$ cat config.mk
export PLATFORM = sky130hd
export DESIGN_NAME = muldiv_sequencer
export DESIGN_NICKNAME = d
export VERILOG_FILES = /design/src/rtl/muldiv_pkg.sv /design/src/rtl/muldiv_iter_core.sv /design/src/rtl/muldiv_sequencer.sv
export SDC_FILE = /design/constraint.sdc
export NUM_CORES = 1
export LEC_CHECK = 0
export ABC_AREA = 1
export BUFFER_PORTS_ARGS = -buffer_cell sky130_fd_sc_hd__buf_2
export CELL_PAD_IN_SITES_DETAIL_PLACEMENT = 1
export CELL_PAD_IN_SITES_GLOBAL_PLACEMENT = 1
export CORE_ASPECT_RATIO = 1.5
export CORE_UTILIZATION = 47
export DETAILED_ROUTE_END_ITERATION = 6
export GPL_TIMING_DRIVEN = 0
export PLACE_DENSITY_LB_ADDON = 0.15
export SLEW_MARGIN = 20
export SYNTH_ARGS = -nofsm -noshare
export SYNTH_HDL_FRONTEND = slang
export SYNTH_HIERARCHICAL = 1
export SYNTH_SLANG_ARGS = --single-unit
$ cat constraint.sdc
create_clock -name clk -period 5.62 [get_ports clk]
set_clock_uncertainty 0.15 [all_clocks]
set_input_delay 0.281 -clock clk [delete_from_list [all_inputs] [get_ports clk]]
set_output_delay 0.281 -clock clk [all_outputs]
set_load 0.005 [all_outputs]
$ cat src/rtl/muldiv_pkg.sv
// Shared constants, state encoding and instruction decode for the iterative MUL/DIV unit.
package muldiv_pkg;

    localparam int unsigned WIDTH_DEFAULT = 32;

    localparam logic [1:0] ALUOP_RTYPE = 2'b10;

    localparam logic [5:0] FUNCT_MFHI  = 6'b010000;
    localparam logic [5:0] FUNCT_MFLO  = 6'b010010;
    localparam logic [5:0] FUNCT_MULT  = 6'b011000;
    localparam logic [5:0] FUNCT_MULTU = 6'b011001;
    localparam logic [5:0] FUNCT_DIV   = 6'b011010;
    localparam logic [5:0] FUNCT_DIVU  = 6'b011011;

    typedef enum logic [1:0] {
        ST_IDLE = 2'd0,
        ST_MUL  = 2'd1,
        ST_DIV  = 2'd2,
        ST_FIX  = 2'd3
    } state_t;

    typedef enum logic [2:0] {
        OP_NONE  = 3'd0,
        OP_MULT  = 3'd1,
        OP_MULTU = 3'd2,
        OP_DIV   = 3'd3,
        OP_DIVU  = 3'd4,
        OP_MFHI  = 3'd5,
        OP_MFLO  = 3'd6
    } op_t;

    // Only R-type instructions carry a meaningful function field.
    function automatic op_t decode_op(input logic [1:0] aluop, input logic [5:0] funct);
        op_t op;
        op = OP_NONE;
        if (aluop == ALUOP_RTYPE) begin
            case (funct)
                FUNCT_MULT:  op = OP_MULT;
                FUNCT_MULTU: op = OP_MULTU;
                FUNCT_DIV:   op = OP_DIV;
                FUNCT_DIVU:  op = OP_DIVU;
                FUNCT_MFHI:  op = OP_MFHI;
                FUNCT_MFLO:  op = OP_MFLO;
                default:     op = OP_NONE;
            endcase
        end
        return op;
    endfunction

endpackage

$ cat src/rtl/muldiv_iter_core.sv
// Magnitude datapath: one shift-add (multiply) or restoring shift-subtract (divide) step per cycle.
module muldiv_iter_core
    import muldiv_pkg::*;
#(
    parameter int unsigned WIDTH = WIDTH_DEFAULT
) (
    input  logic             clk,
    input  logic             reset,
    input  logic             start,
    input  logic             step,
    input  logic             op_div,
    input  logic             op_signed,
    input  logic [WIDTH-1:0] src_a,
    input  logic [WIDTH-1:0] src_b,
    output logic             last_c,
    output logic             is_div,
    output logic             neg_lo,
    output logic             neg_hi,
    output logic             div_zero,
    output logic [WIDTH-1:0] acc_hi,
    output logic [WIDTH-1:0] acc_lo
);

    localparam int unsigned CNT_W = $clog2(WIDTH);

    logic [WIDTH-1:0] opnd;
    logic [CNT_W-1:0] cnt;
    logic [WIDTH-1:0] mag_a;
    logic [WIDTH-1:0] mag_b;
    logic [WIDTH:0]   mul_sum;
    logic [WIDTH:0]   div_shift;
    logic [WIDTH:0]   div_diff;

    always_comb begin
        mag_a     = (op_signed && src_a[WIDTH-1]) ? (WIDTH'(0) - src_a) : src_a;
        mag_b     = (op_signed && src_b[WIDTH-1]) ? (WIDTH'(0) - src_b) : src_b;
        mul_sum   = {1'b0, acc_hi} + (acc_lo[0] ? {1'b0, opnd} : (WIDTH+1)'(0));
        div_shift = {acc_hi, acc_lo[WIDTH-1]};
        div_diff  = div_shift - {1'b0, opnd};
        last_c    = step && (cnt == CNT_W'(WIDTH-1));
    end

    // Bit WIDTH of div_diff is the borrow: set means the trial subtraction must be restored.
    always_ff @(posedge clk or posedge reset) begin
        if (reset) begin
            opnd     <= '0;
            cnt      <= '0;
            is_div   <= 1'b0;
            neg_lo   <= 1'b0;
            neg_hi   <= 1'b0;
            div_zero <= 1'b0;
            acc_hi   <= '0;
            acc_lo   <= '0;
        end else if (start) begin
            cnt      <= '0;
            is_div   <= op_div;
            neg_lo   <= op_signed && (src_a[WIDTH-1] ^ src_b[WIDTH-1]);
            neg_hi   <= op_signed && src_a[WIDTH-1];
            div_zero <= (src_b == '0);
            opnd     <= op_div ? mag_b : mag_a;
            acc_lo   <= op_div ? mag_a : mag_b;
            acc_hi   <= '0;
        end else if (step) begin
            cnt <= cnt + CNT_W'(1);
            if (is_div) begin
                if (!div_diff[WIDTH]) begin
                    acc_hi <= div_diff[WIDTH-1:0];
                    acc_lo <= {acc_lo[WIDTH-2:0], 1'b1};
                end else begin
                    acc_hi <= div_shift[WIDTH-1:0];
                    acc_lo <= {acc_lo[WIDTH-2:0], 1'b0};
                end
            end else begin
                acc_hi <= mul_sum[WIDTH:1];
                acc_lo <= {mul_sum[0], acc_lo[WIDTH-1:1]};
            end
        end
    end

endmodule

$ cat src/rtl/muldiv_sequencer.sv
// EX-stage multiply/divide sequencer: decode, issue/flush FSM, pipeline stall and HI/LO registers.
module muldiv_sequencer
    import muldiv_pkg::*;
#(
    parameter int unsigned WIDTH = WIDTH_DEFAULT
) (
    input  logic             clk,
    input  logic             reset,
    input  logic             Valid,
    input  logic [1:0]       ALUOp,
    input  logic [5:0]       Funct,
    input  logic [WIDTH-1:0] SrcA,
    input  logic [WIDTH-1:0] SrcB,
    input  logic             Flush,
    output logic             Busy,
    output logic             Stall,
    output logic             Done,
    output logic [WIDTH-1:0] HI,
    output logic [WIDTH-1:0] LO
);

    state_t state;
    state_t state_next;
    op_t    op_c;

    logic is_muldiv_c;
    logic is_any_c;
    logic issue_c;
    logic start_c;
    logic step_c;
    logic write_c;
    logic op_div_c;
    logic op_signed_c;

    logic             last_c;
    logic             is_div;
    logic             neg_lo;
    logic             neg_hi;
    logic             div_zero;
    logic [WIDTH-1:0] acc_hi;
    logic [WIDTH-1:0] acc_lo;

    logic [2*WIDTH-1:0] prod_fix_c;
    logic [WIDTH-1:0]   res_hi_c;
    logic [WIDTH-1:0]   res_lo_c;

    always_comb begin
        op_c        = decode_op(ALUOp, Funct);
        is_muldiv_c = (op_c == OP_MULT) || (op_c == OP_MULTU) ||
                      (op_c == OP_DIV)  || (op_c == OP_DIVU);
        is_any_c    = (op_c != OP_NONE);
        op_div_c    = (op_c == OP_DIV)  || (op_c == OP_DIVU);
        op_signed_c = (op_c == OP_MULT) || (op_c == OP_DIV);
        issue_c     = Valid && !Flush && (state == ST_IDLE) && is_muldiv_c;
    end

    always_ff @(posedge clk or posedge reset) begin
        if (reset) state <= ST_IDLE;
        else       state <= state_next;
    end

    // Flush wins over both issue and iteration.
    always_comb begin
        state_next = state;
        if (Flush) begin
            state_next = ST_IDLE;
        end else begin
            case (state)
                ST_IDLE: if (issue_c) state_next = op_div_c ? ST_DIV : ST_MUL;
                ST_MUL,
                ST_DIV:  if (last_c) state_next = ST_FIX;
                ST_FIX:  state_next = ST_IDLE;
                default: state_next = ST_IDLE;
            endcase
        end
    end

    always_comb begin
        start_c = 1'b0;
        step_c  = 1'b0;
        write_c = 1'b0;
        case (state)
            ST_IDLE: start_c = issue_c;
            ST_MUL,
            ST_DIV:  step_c  = !Flush;
            ST_FIX:  write_c = !Flush;
            default: ;
        endcase
    end

    assign Busy  = (state != ST_IDLE);
    assign Stall = !reset && Busy && Valid && is_any_c;

    muldiv_iter_core #(
        .WIDTH(WIDTH)
    ) u_core (
        .clk      (clk),
        .reset    (reset),
        .start    (start_c),
        .step     (step_c),
        .op_div   (op_div_c),
        .op_signed(op_signed_c),
        .src_a    (SrcA),
        .src_b    (SrcB),
        .last_c   (last_c),
        .is_div   (is_div),
        .neg_lo   (neg_lo),
        .neg_hi   (neg_hi),
        .div_zero (div_zero),
        .acc_hi   (acc_hi),
        .acc_lo   (acc_lo)
    );

    // Sign correction; a zero divisor forces an all-ones quotient while the remainder is the dividend.
    always_comb begin
        prod_fix_c = neg_lo ? ((2*WIDTH)'(0) - {acc_hi, acc_lo}) : {acc_hi, acc_lo};
        if (is_div) begin
            res_hi_c = neg_hi ? (WIDTH'(0) - acc_hi) : acc_hi;
            res_lo_c = div_zero ? '1 : (neg_lo ? (WIDTH'(0) - acc_lo) : acc_lo);
        end else begin
            res_hi_c = prod_fix_c[2*WIDTH-1:WIDTH];
            res_lo_c = prod_fix_c[WIDTH-1:0];
        end
    end

    always_ff @(posedge clk or posedge reset) begin
        if (reset) begin
            Done <= 1'b0;
            HI   <= '0;
            LO   <= '0;
        end else begin
            Done <= write_c;
            if (write_c) begin
                HI <= res_hi_c;
                LO <= res_lo_c;
            end
        end
    end

endmodule

### Word-level counts from Yosys, hierarchy flattened

Index checks and enable logic that the tools add are counted.

* bits in registers: 172

* add/subtract/negate cells: 8
* eq/ne operators: 17
* mux-type cells: 31
* bitwise gates (word level): 1
* reductions and logical operators: 24

Operator list (number)
* $mux W32: 17
* $sub A1 B32 Y32 const A: 4
* $mux W64: 1
* $sub A1 B64 Y64 const A: 1
* $eq A6 B5 Y1 const B: 6
* $add A32 B33 Y33: 1
* $sub A33 B32 Y33: 1
* $logic_not A32 Y1: 1
* $pmux W3 S6: 1
* $logic_and A1 B1 Y1: 10
* $mux W5: 2
* $mux W2: 4
* $eq A2 B2 Y1 const B: 3
* $eq A3 B2 Y1 const B: 2
* $ne A3 B3 Y1 const B: 2
* $pmux W2 S3: 1
* $add A5 B1 Y5 const B: 1
* $eq A5 B5 Y1 const B: 1
* $logic_or A1 B1 Y1: 5
* $mux W1: 4
* $reduce_bool A2 Y1: 2
* $eq A3 B1 Y1 const B: 1
* $eq A3 B3 Y1 const B: 1
* $mux W3: 1
* other kinds (7): 8

### Depth between registers and ports, before layout

Gate-level depths: netlist of run 1.

* depth after elaboration: 11
* mapped depth: 21
* depth with buffers taken out: 20

### Modules after synthesis

The synthesis of run 1 kept the hierarchy.

Modules (own cells, without submodules)
* muldiv_iter_core: instances 1, cells an instance 2108, area each 12360.6 µm², sequential area each 2627.5 µm²
* muldiv_sequencer: instances 1, cells an instance 862, area each 5367.6 µm², sequential area each 1676.6 µm²

### Least setup slack after synthesis of run 1

Ideal clock, no wire load.

* path type: register to register
* from: register u_core.acc_lo[31]
* to: register u_core.acc_hi[28]
* setup time: 0.117 ns
* arrival: 2.239 ns
* path slack: 3.113 ns
* cell stages (with the launch flop): 21
* clock period less this slack: 2.507 ns
* path through: dfrtp_1 > inv_1 > ha_1 > fa_1 > inv_1 > nand2_1 > nand2_1 > nand3_2 > nand2_2 > nand2_2 > nand2_4 > nand2_4 > nand2_4 > nand2_2 > nand2_4 > buf_8 > nand2_2 > nand2_1 > nand2_1 > nand3_1 > nand2_1

* cells in the longest elaborated chain, start to end: 5

RTL lines
* start, declared: line muldiv_iter_core.sv:21 `output logic [WIDTH-1:0] acc_lo`
* start signal, assigned: line muldiv_iter_core.sv:61 `acc_lo <= op_div ? mag_a : mag_b;`
* start signal, assigned: line muldiv_iter_core.sv:68 `acc_lo <= {acc_lo[WIDTH-2:0], 1'b1};`
* start signal, assigned: line muldiv_iter_core.sv:71 `acc_lo <= {acc_lo[WIDTH-2:0], 1'b0};`
* $sub A33 B32 Y33: line muldiv_iter_core.sv:39 `div_diff = div_shift - {1'b0, opnd};`
* $mux W32: line muldiv_iter_core.sv:66 `if (!div_diff[WIDTH]) begin`
* $mux W32: line muldiv_iter_core.sv:65 `if (is_div) begin`
* $mux W32: line muldiv_iter_core.sv:63 `end else if (step) begin`
* $mux W32: line muldiv_iter_core.sv:54 `end else if (start) begin`
* end signal, assigned: line muldiv_iter_core.sv:67 `acc_hi <= div_diff[WIDTH-1:0];`
* end signal, assigned: line muldiv_iter_core.sv:70 `acc_hi <= div_shift[WIDTH-1:0];`
* end signal, assigned: line muldiv_iter_core.sv:74 `acc_hi <= mul_sum[WIDTH:1];`
* end, declared: line muldiv_iter_core.sv:20 `output logic [WIDTH-1:0] acc_hi,`

No other way between the ends. The select of a mux whose other input is x is not followed.
A chain may end at the register's enable or synchronous reset.

### Worst setup path in the final report of run 1

* from: register u_core.acc_lo[0]
* to: register u_core.acc_hi[29]

* cells in the longest elaborated chain, start to end: 5

RTL lines
* $mux W32: line muldiv_iter_core.sv:37 `mul_sum = {1'b0, acc_hi} + (acc_lo[0] ? {1'b0, opnd} : (WIDTH+1)'(0));`
* $add A32 B33 Y33: line muldiv_iter_core.sv:37
* $mux W32: line muldiv_iter_core.sv:65
* $mux W32: line muldiv_iter_core.sv:63
* $mux W32: line muldiv_iter_core.sv:54

No other way between the ends. The select of a mux whose other input is x is not followed.

==> results of run 1 <==
state kept, by name, summed over array words and instances (netlist names), 2 cells and up:
| name | flops |
|---|---|
| u_core/acc_lo | 32 |
| state | 2 |
| HI | 32 |
| LO | 32 |
| u_core/acc_hi | 32 |
| u_core/cnt | 5 |
| u_core/opnd | 32 |
critical path, stage by stage (launching register included):
cell and delay (ns):
dfrtp_1 0.53, clkbuf_1 0.38, clkbuf_1 0.42, nand2_1 0.21, inv_1 0.10, ha_1 0.29
a21oi_1 0.34, o21ai_0 0.21, a21oi_1 0.30, nor2_1 0.08, nor2_1 0.14, nand2_1 0.07
nand2_1 0.06, nand3_1 0.13, nand3_1 0.14, nand2_1 0.05
repair_timing:
action	CTS	global route
hold buffers	2	0
resized for setup	0	0
hold endpoints to repair	60	0
cells by family (layout without fill, tap and decap cells):
| kind of cell | after synthesis | count (layout) | synth area share [%] |
|---|---|---|---|
| buffers and inverters | 562 | 739 | 12.41 |
| other | 0 | 1 | 0 |
| AO/OA/AOI/OAI | 341 | 341 | 11.55 |
| AND/OR/NAND/NOR | 1734 | 1734 | 42.16 |
| flip-flops | 172 | 172 | 24.28 |
| XOR/XNOR | 87 | 87 | 4.298 |
| adder cells (fa/ha/maj) | 74 | 74 | 5.307 |
path summary, 6_finish.rpt:
check                                           endpoint  slack, ns
max in group asynchronous  u_core/acc_hi[19]$_DFFE_PP0P_       4.37
setup reg to reg           u_core/acc_hi[29]$_DFFE_PP0P_       1.90
min in group asynchronous  u_core/acc_lo[26]$_DFFE_PP0P_       0.24
setup / recovery           u_core/acc_hi[29]$_DFFE_PP0P_       1.90
hold reg to reg                        HI[7]$_DFFE_PP0P_       0.33
hold / removal               u_core/opnd[11]$_DFFE_PP0P_      0.009
cell usage after synthesis (7+ instances only):
cell	instances	area share (%)
o211ai_1	29	1.2
nand2_2	37	1.3
clkbuf_1	43	0.91
a221oi_1	27	1.3
dfrtp_1	172	24
a21oi_1	109	3.1
xnor2_1	24	1.2
or2_2	15	0.53
o21ai_0	96	2.7
o21ai_1	16	0.45
nand2_1	968	20
nor3_1	24	0.68
nor2_2	24	0.85
nor2_4	9	0.57
nand3b_1	10	0.42
a31oi_1	8	0.28
inv_2	7	0.15
o221ai_1	7	0.35
nand3_1	293	8.3
o21bai_1	8	0.34
nor2_1	290	6.1
and2_1	7	0.25
ha_1	72	5.1
inv_1	473	10
nand2_4	7	0.44
buf_2	23	0.65
xor2_1	63	3.1
o22ai_1	12	0.42
nand4_1	31	1.1
a22oi_1	9	0.38
area by class of cell:
cell class	count	area, um2
Fill cell	5330	17180
Multi-Input combinational cell	2236	11220
Sequential cell	172	4304
Inverter	483	1821
Timing Repair Buffer	146	778.2
Tap cell	484	605.6
Clock buffer	19	452.9
Buffer	79	386.6
Clock inverter	12	150.1
Antenna cell	1	2.502
power groups by stage:
stage               logic, mW  clock network [mW]  registers, mW
floorplan                4.31                   0           2.22
global placement         6.08                   0           2.56
detailed placement       6.34                   0           2.60
CTS                      6.44                1.26           2.59
global route             7.19                1.31           2.65
finish                   6.58                1.26           2.63
routing by layer:
metal | share of wire [%] | vias to the layer above | track usage, %
met5 | 0.013 | - | 0
met4 | 9.9 | 2 | 39.88
met3 | 6.6 | 450 | 8.987
met2 | 49 | 1056 | 76.51
met1 | 35 | 10417 | 44.23
li1 | - | 9729 | -
==> results.cfg, run 1 <==
[logic_synthesis]
synth_ff_type = dfrtp_1
netlist-cell-type-count = 58
synthCells = 2970
async_flop_share_pct = 100.0
mappedNetlistArea_um2 = 17730
synth-edff-count = 0
ys_seq_elements = 172
synth.net_count = 3120
synth_seq_area_share_pct = 24.28
yosysWarnings = 6
post_synth.cell_area_avg_um2 = 5.969

[place]
dpl.cell_count = 3598
placed_area_um2 = 19100
gp_congestion = 1.062
pre_cts_slack_ns = 1.768
hpwl_after_detailed_placement_um = 67590
numPortBuffers = 142

[timing]
timing_worst_slew_pin_value_ns = 1.080
report.final.slew_viol_count = 0
setup-violations-final = 0
maxClockFrequency_mhz = 268.5
worst_hold_slack_ns = 0.009097
relSlewSlack_pct = 27.24
rsz0062_at_grt = false
tns_ns = 0
period_needed_ns = 3.724
timing.final.ws_setup_ns = 1.896
timing.final.hold_violations = 0
layout_worst_path_cycle_share_pct = 66.27

[cts]
cts_tree = done
cts-buffers-inserted = 17
buffer_type_at_the_clock_tree_root = clkbuf_16
clk_transition_reported_paths_ns = 0.08
htreeDepth = 4
sink_count = 172
cts-root-to-sink-buffers = 2
postCtsSetupRepairBufs = 0
worst_skew_pair.late_latency_ns = 0.47

[routing]
detail_route.wirelength_um = 84210
detail_route.wl_per_cell_um = 23.18
final_antenna_net_count = 0
via_count = 21654
drt_pre_antenna_iters = 6
drt-vias-per-instance = 5.962
dr.first_iter.drc_count = 1852
drc_markers = 0

[layout]
finalNonFillerCells = 3632
area_growth_syn_to_layout_pct = 11.26
mostFrequentLayoutCells = nand2_1 (968), inv_1 (471), nand3_1 (293)
fin_nets = 3285
drive_above_1_share_pct = 10.36
postLayoutCoreUtil_pct = 53.44
design_area_um2 = 19730
mostFrequentLayoutCell = nand2_1

[worst_setup_path]
crit_type = register to register
sort_of_element_at_the_end_of_the_critical_path = register
crit_path_start_kind = register
regToRegStartpoint = u_core/acc_lo[0]$_DFFE_PP0P_
timing.reg2reg.worst_path_depth = 15
beginning_of_the_critical_path = u_core/acc_lo[0]$_DFFE_PP0P_
crit_required_ns = 5.83
maximum_fanout_encountered_on_the_critical_timing_path = 10
worstPathArrival_ns = 3.93

[floorplan]
top_level_i_o_count = 143
row_count = 86
die_height_um = 239.9
core_area_um2 = 36910
dieWidth_um = 160.6
die_area_um2 = 38520
start_util_pct = 48.03

[global_routing]
first_global_vias = 22614
globalRouteOverflowTotal = 0
pin_count_of_the_biggest_net_entering_global_routing = 79
global_route.usage.total_pct = 43.96
grt_pass1_wl_um = 127300
initial_antenna_violation_count = 3

[pwr]
total_leakage_power_nw = 10.23
finalPower_mw = 10.47
p_seq_share_pct = 25.1
power_switching_share_pct = 56.88
combinationalPowerShare_pct = 62.9
internal-power_mw = 4.513
p_sw_mw = 5.954
vdd_drop_max_mv = 0.2685
total_power_divided_by_cell_area_nw_per_um2 = 530.6
clockPowerShare_pct = 12.0

[min_path]
worstHoldStart = SrcA[11]
worst_hold_path.num_cells = 4
worstHoldPathType = input pin to register

[run]
max_cap_viol_count = 0

[outcome]
run_status = finished clean
Power figures use the tool's default switching activity.
==> run 2: changes to the inputs <==
--- a/config.mk
+++ b/config.mk
@@ -10,7 +10,7 @@
 export CELL_PAD_IN_SITES_DETAIL_PLACEMENT = 1
 export CELL_PAD_IN_SITES_GLOBAL_PLACEMENT = 1
 export CORE_ASPECT_RATIO = 1.5
-export CORE_UTILIZATION = 47
+export CORE_UTILIZATION = 39
 export DETAILED_ROUTE_END_ITERATION = 6
 export GPL_TIMING_DRIVEN = 0
 export PLACE_DENSITY_LB_ADDON = 0.15
==> constraint.sdc (replaced) <==
create_clock -name clk -period 3.1 [get_ports clk]
set_clock_uncertainty 0.15 [all_clocks]
set_input_delay 0.155 -clock clk [delete_from_list [all_inputs] [get_ports clk]]
set_output_delay 0.155 -clock clk [all_outputs]
set_load 0.005 [all_outputs]
==> run 2 against run 1 <==
  * Clock-buffer cell count decreased by 2
  * Die area increased by 20%
  * Via count decreased by 4.2%
  * Worst hold slack improved by 0.00085 ns
  * Critical path depth unchanged
  * Largest power group unchanged
==> results.cfg, run 2 (same netlist as run 1, synthesis figures left out) <==
[global_routing]
globalRouteOverflowTotal = 0
initial_antenna_violation_count = 0
first_global_vias = 21846
global_route.usage.total_pct = 35.15
grt_pass1_wl_um = 123400
pin_count_of_the_biggest_net_entering_global_routing = 74

[place]
dpl.cell_count = 3696
gp_congestion = 1.017
numPortBuffers = 142
hpwl_after_detailed_placement_um = 66760
placed_area_um2 = 19220

[layout]
fin_nets = 3314
design_area_um2 = 20360
postLayoutCoreUtil_pct = 45.43
finalNonFillerCells = 3759
area_growth_syn_to_layout_pct = 14.84
diodes = 0
mostFrequentLayoutCell = nand2_1
mostFrequentLayoutCells = nand2_1 (963), inv_1 (471), nand3_1 (287)
drive_above_1_share_pct = 12.50
fill_cells = 6228

[floorplan]
top_level_i_o_count = 143
die_area_um2 = 46330
row_count = 95
start_util_pct = 39.56
die_height_um = 263.1
dieWidth_um = 176.1
core_area_um2 = 44810

[worst_setup_path]
worstPathArrival_ns = 3.26
r2r-end = u_core/acc_hi[20]$_DFFE_PP0P_
timing.reg2reg.worst_path_depth = 15
crit_type = register to register
crit_path_start_kind = register
setup.reg_to_reg.worst_slack_ns = 0.05
sort_of_element_at_the_end_of_the_critical_path = register
regToRegStartpoint = u_core/acc_lo[0]$_DFFE_PP0P_
crit_required_ns = 3.31
maximum_fanout_encountered_on_the_critical_timing_path = 10

[routing]
maxUsedRoutingLayer = met4
dr_wl_met2_um = 41050
length_of_routed_wiring_on_met1_um = 30940
final_antenna_net_count = 0
dr.first_iter.drc_count = 1220
drt_pre_antenna_iters = 6
detail_route.wl_per_cell_um = 21.49
via_count = 20743
drt-vias-per-instance = 5.518
drc_markers = 0
detail_route.wirelength_um = 80790
met3_routed_wirelength_um = 2993

[timing]
period_needed_ns = 3.048
setup-violations-final = 0
timing_worst_slew_pin_value_ns = 1.017
tns_ns = 0
rsz0062_at_grt = true
maxClockFrequency_mhz = 328.1
layout_worst_path_cycle_share_pct = 98.32
report.final.slew_viol_count = 0
worst_hold_slack_ns = 0.009952
relSlewSlack_pct = 31.45
timing.final.hold_violations = 0

[pwr]
total_leakage_power_nw = 10.45
vdd_drop_max_mv = 0.3707
total_power_divided_by_cell_area_nw_per_um2 = 937.3

[cts]
buffer_type_at_the_clock_tree_root = clkbuf_16
cts-buffers-inserted = 17
clk_transition_reported_paths_ns = 0.08
htreeDepth = 4
sink_count = 172
worst_skew_pair.late_latency_ns = 0.47
cts_tree = done
cts-root-to-sink-buffers = 2

[min_path]
worstHoldStart = Flush
hold_path_end = state[0]$_DFFE_PP0P_
worst_hold_path.num_cells = 6
worstHoldPathType = input pin to register

[outcome]
run_status = finished clean

[run]
max_cap_viol_count = 0
==> run 2: power by group <==
part           internal (mW)  leakage, nW  switching, mW  total [mW]
Combinational           4.00         8.14           7.94        11.9
Clock                   1.18        0.305           1.17        2.36
Sequential              3.14         2.00           1.64        4.79
==> run 2: critical path, stage by stage (launching register included) <==
cell and delay, ns:
dfrtp_2 0.49, clkbuf_2 0.24, nand2_1 0.17, inv_1 0.06, ha_1 0.37, nand2_1 0.15
o21ai_0 0.19, inv_1 0.08, o21ai_0 0.44, inv_1 0.12, nand3_1 0.11, nand3_1 0.10
nand2_1 0.10, inv_1 0.05, nand2_1 0.06, nand2_1 0.04
==> run 2: per-stage QoR <==
| stage | worst slack, ns | total power [mW] |
|---|---|---|
| 2_1_floorplan | 0.03446 | 11.85 |
| 3_5_place_dp | -0.5777 | 16.15 |
| 5_1_grt | -0.07371 | 20.46 |
| 4_1_cts | -0.00006661 | 18.69 |
| 3_3_place_gp | -1.442 | 15.75 |
| 6_report | 0.05219 | 19.08 |
==> run 2: how the worst max path moves through the flow <==
stage	startpoint	endpoint	slack, ns	cells past startpoint
finish	u_core/acc_lo[0]$_DFFE_PP0P_	u_core/acc_hi[20]$_DFFE_PP0P_	0.05	15
global route	u_core/acc_lo[0]$_DFFE_PP0P_	u_core/acc_hi[25]$_DFFE_PP0P_	-0.07	15
CTS	state[0]$_DFFE_PP0P_	u_core/acc_lo[27]$_DFFE_PP0P_	-0.00007	14
detailed placement	u_core/acc_lo[0]$_DFFE_PP0P_	u_core/acc_hi[27]$_DFFE_PP0P_	-0.58	16
global placement	reset	u_core/opnd[30]$_DFFE_PP0P_	-1.44	2
floorplan	reset	u_core/acc_hi[0]$_DFFE_PP0P_	0.03	1
==> run 2: timing repair <==
item | in CTS | in global routing
hold buffers | 23 | 0
setup buffers | 5 | 4
hold endpoints to repair | 191 | 0
endpoints found under the setup margin | 88 | 84
gates resized for setup | 25 | 55
cloned | 0 | 0
==> run 2: metal layers <==
metal  vias up  track usage, %
met3       228           4.102
met5         -               0
met2       573           63.41
li1       9796               -
met1     10146           38.18
met4         0           23.10
==> run 2: final cells by class <==
| cell class | instances | area, um2 | area share [%] |
|---|---|---|---|
| buffer | 78 | 416.7 | 2.046 |
| clock buffer | 17 | 425.4 | 2.089 |
| clock inverter | 15 | 211.5 | 1.039 |
| inverter | 483 | 1824 | 8.960 |
| multi-input combinational | 2236 | 11390 | 55.94 |
| sequential | 172 | 4308 | 21.16 |
| tap | 582 | 728.2 | 3.577 |
| timing repair buffer | 176 | 1056 | 5.187 |
